==> config.mk <==
export PLATFORM = sky130hd
export DESIGN_NAME = ddr_line_client
export DESIGN_NICKNAME = d
export VERILOG_FILES = /design/src/rtl/ddr_line_client.sv
export SDC_FILE = /design/constraint.sdc
export NUM_CORES = 1
export LEC_CHECK = 0
export BUFFER_PORTS_ARGS = -buffer_cell sky130_fd_sc_hd__buf_4
export CORE_MARGIN = 5
export CORE_UTILIZATION = 57
export CTS_CLUSTER_SIZE = 14
export DETAILED_ROUTE_END_ITERATION = 7
export HOLD_SLACK_MARGIN = 0.08
export PLACE_DENSITY = 0.91
export SLEW_MARGIN = 20
export SYNTH_ARGS = -nofsm -noshare
export SYNTH_HDL_FRONTEND = slang
export SYNTH_SLANG_ARGS = --single-unit
==> constraint.sdc <==
create_clock -name clk100mhz -period 15.9 [get_ports clk100mhz]
set_input_delay 0.795 -clock clk100mhz [delete_from_list [all_inputs] [get_ports clk100mhz]]
set_output_delay 0.795 -clock clk100mhz [all_outputs]
set_load 0.005 [all_outputs]
==> src/rtl/ddr_line_client.sv <==
// ddr_line_client
//
// Single-line write-back cache between a 32-bit CPU port and a 128-bit DDR
// wrapper. One 128-bit line is kept together with its tag (address bits
// [31:4]), a valid bit and a dirty bit. Hits complete with a one-cycle ack.
// A miss first writes back a dirty line (WB) and then fetches the requested
// line (FILL). After the line is loaded, the pending read or write is applied.
// Every DDR transaction is bounded by TIMEOUT cycles. On expiry, err is set
// (sticky), the line is invalidated, and the CPU gets one ack carrying
// 32'hDEADBEEF. The block then waits for the wrapper to report ready again.
//
// Ports
//   clk100mhz        clock, all state changes on the rising edge
//   rst              asynchronous active-high reset
//   cpu_req/cpu_we   request strobe and write(1)/read(0) select
//   cpu_addr         byte address; [3:2] selects the word, [1:0] ignored
//   cpu_wdata        write word
//   cpu_rdata        read word, valid with cpu_ack and held until next ack
//   cpu_ack          one-cycle completion pulse
//   cpu_ready        high while requests are accepted (IDLE)
//   err              sticky DDR timeout flag
//   ddr_addr/ddr_wdata/ddr_rw   registered DDR request (rw: 1 write, 0 read)
//   ddr_rdata        line returned by the wrapper
//   ddr_busy         wrapper busy (informational only)
//   ddr_done         transaction completion from the wrapper
//   ddr_start_ready  wrapper initialised and able to take requests
module ddr_line_client #(
    parameter int TIMEOUT = 4096
) (
    input  logic         clk100mhz,
    input  logic         rst,
    input  logic         cpu_req,
    input  logic         cpu_we,
    input  logic [31:0]  cpu_addr,
    input  logic [31:0]  cpu_wdata,
    output logic [31:0]  cpu_rdata,
    output logic         cpu_ack,
    output logic         cpu_ready,
    output logic         err,
    output logic [31:0]  ddr_addr,
    output logic [127:0] ddr_wdata,
    output logic         ddr_rw,
    input  logic [127:0] ddr_rdata,
    input  logic         ddr_busy,
    input  logic         ddr_done,
    input  logic         ddr_start_ready
);

    typedef enum logic [2:0] {
        INIT,
        IDLE,
        WB,
        FILL,
        RESP,
        ERR
    } state_t;

    localparam int            CW       = $clog2(TIMEOUT + 1);
    localparam logic [CW-1:0] CNT_LAST = CW'(TIMEOUT - 1);
    localparam logic [31:0]   ERR_WORD = 32'hDEADBEEF;

    state_t         state_reg, state_next;
    logic [127:0]   line_reg, line_next;
    logic [27:0]    tag_reg, tag_next;
    logic           valid_reg, valid_next;
    logic           dirty_reg, dirty_next;
    logic           req_we_reg, req_we_next;
    logic [29:0]    req_addr_reg, req_addr_next;   // latched cpu_addr[31:2]
    logic [31:0]    req_wdata_reg, req_wdata_next;
    logic [31:0]    rdata_reg, rdata_next;
    logic           err_reg, err_next;
    logic [31:0]    ddr_addr_reg, ddr_addr_next;
    logic [127:0]   ddr_wdata_reg, ddr_wdata_next;
    logic           ddr_rw_reg, ddr_rw_next;
    logic [CW-1:0]  cnt_reg, cnt_next;

    // ddr_busy never steers the FSM; the wrapper's done pulse is authoritative.
    logic unused_inputs;
    assign unused_inputs = ^{ddr_busy, cpu_addr[1:0]};

    // Word views of the held line and of the line coming back from DDR.
    logic [31:0] line_word [4];
    logic [31:0] fill_word [4];

    for (genvar gi = 0; gi < 4; gi++) begin : g_word
        assign line_word[gi] = line_reg[gi*32 +: 32];
        assign fill_word[gi] = ddr_rdata[gi*32 +: 32];
    end

    logic [1:0] req_sel;
    logic       cpu_hit;
    logic       done_ok;
    logic       timed_out;

    assign req_sel   = req_addr_reg[1:0];
    assign cpu_hit   = valid_reg && (tag_reg == cpu_addr[31:4]);
    // A done seen in the first cycle of WB/FILL may belong to an earlier
    // transaction, so it only counts once the counter has moved.
    assign done_ok   = ddr_done && (cnt_reg != '0);
    assign timed_out = (cnt_reg == CNT_LAST);

    always_ff @(posedge clk100mhz or posedge rst) begin
        if (rst) begin
            state_reg     <= INIT;
            line_reg      <= '0;
            tag_reg       <= '0;
            valid_reg     <= 1'b0;
            dirty_reg     <= 1'b0;
            req_we_reg    <= 1'b0;
            req_addr_reg  <= '0;
            req_wdata_reg <= '0;
            rdata_reg     <= '0;
            err_reg       <= 1'b0;
            ddr_addr_reg  <= '0;
            ddr_wdata_reg <= '0;
            ddr_rw_reg    <= 1'b0;
            cnt_reg       <= '0;
        end else begin
            state_reg     <= state_next;
            line_reg      <= line_next;
            tag_reg       <= tag_next;
            valid_reg     <= valid_next;
            dirty_reg     <= dirty_next;
            req_we_reg    <= req_we_next;
            req_addr_reg  <= req_addr_next;
            req_wdata_reg <= req_wdata_next;
            rdata_reg     <= rdata_next;
            err_reg       <= err_next;
            ddr_addr_reg  <= ddr_addr_next;
            ddr_wdata_reg <= ddr_wdata_next;
            ddr_rw_reg    <= ddr_rw_next;
            cnt_reg       <= cnt_next;
        end
    end

    always_comb begin
        state_next     = state_reg;
        line_next      = line_reg;
        tag_next       = tag_reg;
        valid_next     = valid_reg;
        dirty_next     = dirty_reg;
        req_we_next    = req_we_reg;
        req_addr_next  = req_addr_reg;
        req_wdata_next = req_wdata_reg;
        rdata_next     = rdata_reg;
        err_next       = err_reg;
        ddr_addr_next  = ddr_addr_reg;
        ddr_wdata_next = ddr_wdata_reg;
        ddr_rw_next    = ddr_rw_reg;
        cnt_next       = cnt_reg;

        case (state_reg)
            INIT: begin
                if (ddr_start_ready) begin
                    state_next = IDLE;
                end
            end

            IDLE: begin
                if (cpu_req) begin
                    req_we_next    = cpu_we;
                    req_addr_next  = cpu_addr[31:2];
                    req_wdata_next = cpu_wdata;
                    if (cpu_hit) begin
                        if (cpu_we) begin
                            line_next[{cpu_addr[3:2], 5'b0} +: 32] = cpu_wdata;
                            dirty_next = 1'b1;
                            rdata_next = cpu_wdata;
                        end else begin
                            rdata_next = line_word[cpu_addr[3:2]];
                        end
                        state_next = RESP;
                    end else if (valid_reg && dirty_reg) begin
                        // Evict the current line before fetching the new one.
                        ddr_addr_next  = {tag_reg, 4'b0};
                        ddr_wdata_next = line_reg;
                        ddr_rw_next    = 1'b1;
                        cnt_next       = '0;
                        state_next     = WB;
                    end else begin
                        ddr_addr_next = {cpu_addr[31:4], 4'b0};
                        ddr_rw_next   = 1'b0;
                        cnt_next      = '0;
                        state_next    = FILL;
                    end
                end
            end

            WB: begin
                if (done_ok) begin
                    dirty_next    = 1'b0;
                    ddr_addr_next = {req_addr_reg[29:2], 4'b0};
                    ddr_rw_next   = 1'b0;
                    cnt_next      = '0;
                    state_next    = FILL;
                end else if (timed_out) begin
                    err_next    = 1'b1;
                    valid_next  = 1'b0;
                    ddr_rw_next = 1'b0;
                    rdata_next  = ERR_WORD;
                    state_next  = ERR;
                end else begin
                    cnt_next = cnt_reg + CW'(1);
                end
            end

            FILL: begin
                if (done_ok) begin
                    line_next  = ddr_rdata;
                    tag_next   = req_addr_reg[29:2];
                    valid_next = 1'b1;
                    dirty_next = 1'b0;
                    if (req_we_reg) begin
                        line_next[{req_sel, 5'b0} +: 32] = req_wdata_reg;
                        dirty_next = 1'b1;
                        rdata_next = req_wdata_reg;
                    end else begin
                        rdata_next = fill_word[req_sel];
                    end
                    ddr_rw_next = 1'b0;
                    state_next  = RESP;
                end else if (timed_out) begin
                    err_next    = 1'b1;
                    valid_next  = 1'b0;
                    ddr_rw_next = 1'b0;
                    rdata_next  = ERR_WORD;
                    state_next  = ERR;
                end else begin
                    cnt_next = cnt_reg + CW'(1);
                end
            end

            RESP: begin
                state_next = IDLE;
            end

            ERR: begin
                // The wrapper is suspect after a timeout; wait for it again.
                state_next = INIT;
            end

            default: begin
                state_next = INIT;
            end
        endcase
    end

    assign cpu_ready = (state_reg == IDLE);
    assign cpu_ack   = (state_reg == RESP) || (state_reg == ERR);
    assign cpu_rdata = rdata_reg;
    assign err       = err_reg;
    assign ddr_addr  = ddr_addr_reg;
    assign ddr_wdata = ddr_wdata_reg;
    assign ddr_rw    = ddr_rw_reg;

endmodule
# Word-level counts from Yosys, hierarchy flattened
# Index checks and enable logic that the tools add are counted.
dict set report totals {
  mem_bits_ro 0
  mem_bits_rw 0
  inputBits 199
  register_bits 431
  n_memories 0
  latchBits 0
}
dict set report op_classes {
  shift 4
  n_lt_le_gt_ge 2
  mux 58
  reduce_logical 24
  add_sub_neg 3
  n_eq_ne 17
  n_div 0
  bitwise 4
  multipliers 0
}
# cell n
set ops {}
lappend ops {{two-way mux 128 bit} 5}
lappend ops {{two-way mux 32 bit} 15}
lappend ops {{bitwise mux 128 bit} 2}
lappend ops {{case mux 128 bit (2 select lines)} 1}
lappend ops {{variable shift 32 x 9 -> 128 bit, first input constant} 2}
lappend ops {{indexed part select 32 x 9 -> 128 bit} 2}
lappend ops {{binary-select mux 32 bit (select 2 bit)} 2}
lappend ops {{case mux 32 bit (3 select lines)} 1}
lappend ops {{two-way mux 13 bit} 5}
lappend ops {{case mux 32 bit (2 select lines)} 1}
lappend ops {{case mux 13 bit (3 select lines)} 1}
lappend ops {{== test 28 bit} 1}
lappend ops {{AND reduction 4 bit} 5}
lappend ops {{two-way mux 3 bit} 6}
lappend ops {{negator 7 -> 9 bit} 2}
lappend ops {{inequality test 2 bit, second input constant} 8}
lappend ops {{two-way mux 1 bit} 15}
lappend ops {{case mux 3 bit (5 select lines)} 1}
lappend ops {{adder 13 x 1 -> 13 bit, second input constant} 1}
lappend ops {{== test 13 x 12 -> 1 bit, second input constant} 1}
lappend ops {{nonzero test 13 bit} 1}
lappend ops {{AND reduction 2 bit} 4}
lappend ops {{nonzero test 2 bit} 4}
lappend ops {{== test 3 x 2 -> 1 bit, second input constant} 2}
lappend ops {{other kinds (17)} 24}

# Depth between registers and ports, before layout
dict set report logic_depth {
  word_depth 8
  ltp_mapped 11
  ltp_nobuf 10
}

# Least setup slack after synthesis
# Ideal clock, no wire load.
dict set report synth_path {
  path_kind {input to register}
  start {input cpu_addr[3]}
  end {register line_reg[0]}
  slack_ns 12.542
  path_buffers 4
  setup_time_ns 0.064
  required_time_ns 15.836
  arrival_ns 3.295
  path_stages 10
  path_cell_list {clkbuf_1 -> buf_2 -> buf_1 -> inv_1 -> ha_1 -> nor4b_1 -> clkbuf_1 -> nand2_1 -> o21ai_0 -> mux2_4}
}
dict set report synth_between {
  elab_chain_cells 7
}
# item line
set synth_lines {}
lappend synth_lines {{from (decl)} 34} ;# input logic [31:0] cpu_addr,
lappend synth_lines {{negator 7 -> 9 bit (*)} 166} ;# line_next[{cpu_addr[3:2], 5'b0} +: 32] = cpu_wdata;
lappend synth_lines {{indexed part select 32 x 9 -> 128 bit or variable shift 32 x 9 -> 128 bit (tied branches)} 166}
lappend synth_lines {{bitwise mux 128 bit (*)} 166}
lappend synth_lines {{two-way mux 128 bit (*)} 165} ;# if (cpu_we) begin
lappend synth_lines {{two-way mux 128 bit (*)} 164} ;# if (cpu_hit) begin
lappend synth_lines {{two-way mux 128 bit (*)} 160} ;# if (cpu_req) begin
lappend synth_lines {{case mux 128 bit (2 select lines) (*)} 152} ;# case (state_reg)
lappend synth_lines {{to (signal assigned)} 120} ;# line_reg <= line_next;
lappend synth_lines {{to (decl)} 63} ;# logic [127:0] line_reg, line_next;
# Mark *: on every way between the ends. The rest lies on a longest branch, timed or not. The select of a mux whose other input is x is not followed.
# A chain may end at the register's enable or synchronous reset.

# Worst setup path in the final report
dict set report layout_path {
  start {register cnt_reg[0]}
  end {register line_reg[66]}
}
dict set report layout_between {
  elab_chain_cells 4
}
# item line
set layout_lines {}
lappend layout_lines {{from (decl)} 75} ;# logic [CW-1:0] cnt_reg, cnt_next;
lappend layout_lines {{from (signal assigned)} 132} ;# cnt_reg <= cnt_next;
lappend layout_lines {{nonzero test 13 bit} 99} ;# assign done_ok = ddr_done && (cnt_reg != '0);
lappend layout_lines {{logical AND 1 bit} 99}
lappend layout_lines {{inequality test 2 bit (no source line)} n/a}
lappend layout_lines {{AND reduction 5 bit (no source line)} n/a}
# No other way between the ends.

==> impl_metrics.yaml <==
synth:
  yosysSeqAreaShare: 0.4826
  synth_top_family_by_area: "multiplexers"
  yosys.area_share.xor_xnor: 0.01305
  synth-adder-area-share: 0.006216
  synthesis.area_mm2: 0.02214
  synthTopCellsByArea: "dfrtp_1, mux2_2, mux4_2, a22oi_1, a21oi_1"
  synthFlopType: "dfrtp_1"
  synth_enable_flop_cells: 0
  synth-seq-cells: 427
  yosysTopAreaCell: "dfrtp_1"
  synthCells: 2081
  synth_compound_area_frac: 0.1427
  netlist-cell-type-count: 54
  synth_top_area_frac: 0.4826
  syn-mean-instance-area_um2: 10.64
  ys_warn_count: 0
  synthSimpleGateAreaFrac: 0.1061
  async_reset_ff_frac: 1.000
  synth_mux_area_frac: 0.2115
placement:
  io_buffers: 387
  dpl.hpwl_um: 49080
  dpl.cell_count: 2861
  place_congestion: 0.9327
sta:
  finalHoldViolCount: 0
  tightest_slew_ns: 1.175
  report.final.slew_viol_count: 0
  finalSetupViolations: 0
  max_freq_ghz: 0.2447
  finClkSkew_ns: 0.03216
  finalCritPeriodShare: 0.2571
  relSlewSlack: 0.2166
  finalCriticalPeriod_ns: 4.087
  grt_setup_unrepaired: "false"
  setup_tns_ns: 0
floorplanning:
  row_count: 72
  num_io_pins: 395
  die-width_um: 207.1
  start_util: 0.5742
  fp.dieH_um: 207.1
  design.die.area_mm2: 0.04289
  core_mm2: 0.03856
clock_tree:
  hold_buffers: 0
  root_buffer: "clkbuf_16"
  clkTransAtPathRegs_ns: 0.06
  cts_tree: "done"
  cts_resized: 0
  cts-htree-levels: 2
  clock_path_buffers: 3
  cts.sinks: 427
  cts_inserted_buffers: 45
  clock_latency_ns: 0.59
  post_cts_buffers: 0
pwr:
  vdd_drop_max_uv: 118.8
  internal_power_mw: 3.251
  pwr-share-seq: 0.381
  switchingPower_mw: 2.083
  comb_power_share: 0.412
  power_density_mw_per_mm2: 198.3
  power_leakage_nw: 12.22
  p_clk_frac: 0.208
  switching_share: 0.3905
global_routing:
  grt_overflow_total: 0
  grt_pass1_wl_um: 122600
  grt_max_degree: 170
  antenna_found_initial: 11
  grt_usage: 0.3621
  first_global_vias: 21240
drt:
  drc_errors: 29
  wirelength_um: 80330
  wl_met2_um: 35350
  dr.pass1.iters: 8
  drtIter0Drc: 3129
  routed.top_layer: "met5"
  met3_length_um: 12010
  routed_via_density: 6.901
  antenna_left: 0
  vias: 20320
  wl_met1_um: 26690
  avgRoutedWirePerCell_um: 27.28
critical_path:
  endpoint_kind: "flop"
  worstPathCellList: "inv_1 -> ha_1 -> nor4b_1 -> a31oi_1 -> nand2_2 -> buf_4 -> o21ai_4 -> buf_4 -> nor2_1 -> a21oi_1"
  crit_type: "flop to flop"
  cp.buffers_inverters: 3
  required_ns: 16.39
  startpoint_type: "flop"
  cpPeakStageDelay_ns: 0.77
  crit_family: "buffers and inverters"
  arrival_ns: 4.58
  cpMaxStageDelayCell: "buf_4"
  path_common_cell: "buf_4"
  cp_max_fo: 64
cells_and_area:
  fin_util: 0.6978
  fin_nets: 2600
  drive_gt1_frac: 0.3357
  fin_cells: 2945
  n_fill_cell: 2582
  final_cell_mix: "dfrtp_1, buf_4, nor2_1"
  syn2layout_area_growth_pct: 21.51
  final-seq-area_mm2: 0.01069
  multi_input_area_mm2: 0.01076
run_status:
  violations: "DRC"
  status: "finished with violations"
job:
  timing.max_cap.violations: 0
worst_hold_path:
  min_path_type: "primary input to async pin"
final cells by class:
type,instances,area share
Antenna cell,5,0.0004651
Clock buffer,61,0.04827
Clock inverter,18,0.008464
Inverter,15,0.002558
Multi-Input combinational cell,1476,0.3998
Sequential cell,427,0.3973
Tap cell,518,0.02409
Timing Repair Buffer,425,0.1191
cells in the mapped netlist, types with 9 or more instances:
library cell,count
mux2i_1,64
dfrtp_1,427
a22o_1,9
o21ai_0,104
o22ai_1,15
xnor2_1,31
clkbuf_1,117
mux4_2,64
buf_2,15
buf_6,15
nand2_1,203
nand3_1,70
buf_1,14
inv_1,14
nor3_1,19
ha_1,11
mux2_4,30
nand4_1,15
o22a_1,18
a22oi_1,146
nor2_1,220
mux2_2,191
a21oi_1,207
path summary, 6_finish.rpt:
path                            start       endpoint  slack, ns  cells past startpoint
max                        cnt_reg[0]   line_reg[66]      11.81                     10
max in group asynchronous         rst   line_reg[51]      13.14                      4
max reg2reg                cnt_reg[0]   line_reg[66]      11.81                     10
min reg2reg                       err            err       0.47                      1
min                               rst  ddr_wdata[33]       0.38                      2
min in group clk100mhz            err            err       0.47                      1
per-layer routing:
| layer | vias to the layer above | global-route usage |
|---|---|---|
| li1 | 8134 | - |
| met3 | 606 | 0.1386 |
| met1 | 9643 | 0.4408 |
| met2 | 1930 | 0.5472 |
| met5 | - | 0 |
| met4 | 10 | 0.2241 |
power by group through the flow:
stage | sequential, mW | clock, mW | combinational, mW
2_1_floorplan | 1.85 | 0 | 1.37
3_3_place_gp | 1.97 | 0 | 2.03
3_5_place_dp | 2.01 | 0 | 2.11
4_1_cts | 2.00 | 1.11 | 2.15
5_1_grt | 2.07 | 1.16 | 2.34
6_report | 2.03 | 1.11 | 2.20
cell families (layout without fill, tap and decap cells):
logic type / count (synthesis) / in the layout
xor gates and xnor gates: 33 / 33
adders and majority gates: 11 / 11
and+or+nand+nor: 557 / 557
muxes: 349 / 349
DFF: 427 / 427
other: 1 / 9
AOI/OAI and AO/OA: 522 / 522
buffers and inverters: 181 / 519
per-stage QoR:
stage	hold WS, ns	power (mW)	instance area, um2	setup slack, ns
floorplan	0.4510	3.215	22150	3.215
global placement	0.4497	3.998	25370	12.03
detailed placement	0.4572	4.119	25370	11.82
CTS	0.4188	5.260	26890	12.03
global route	0.4651	5.560	26900	11.73
finish	0.3843	5.334	26900	11.81
Note: power is estimated with default switching activity, not from simulation.
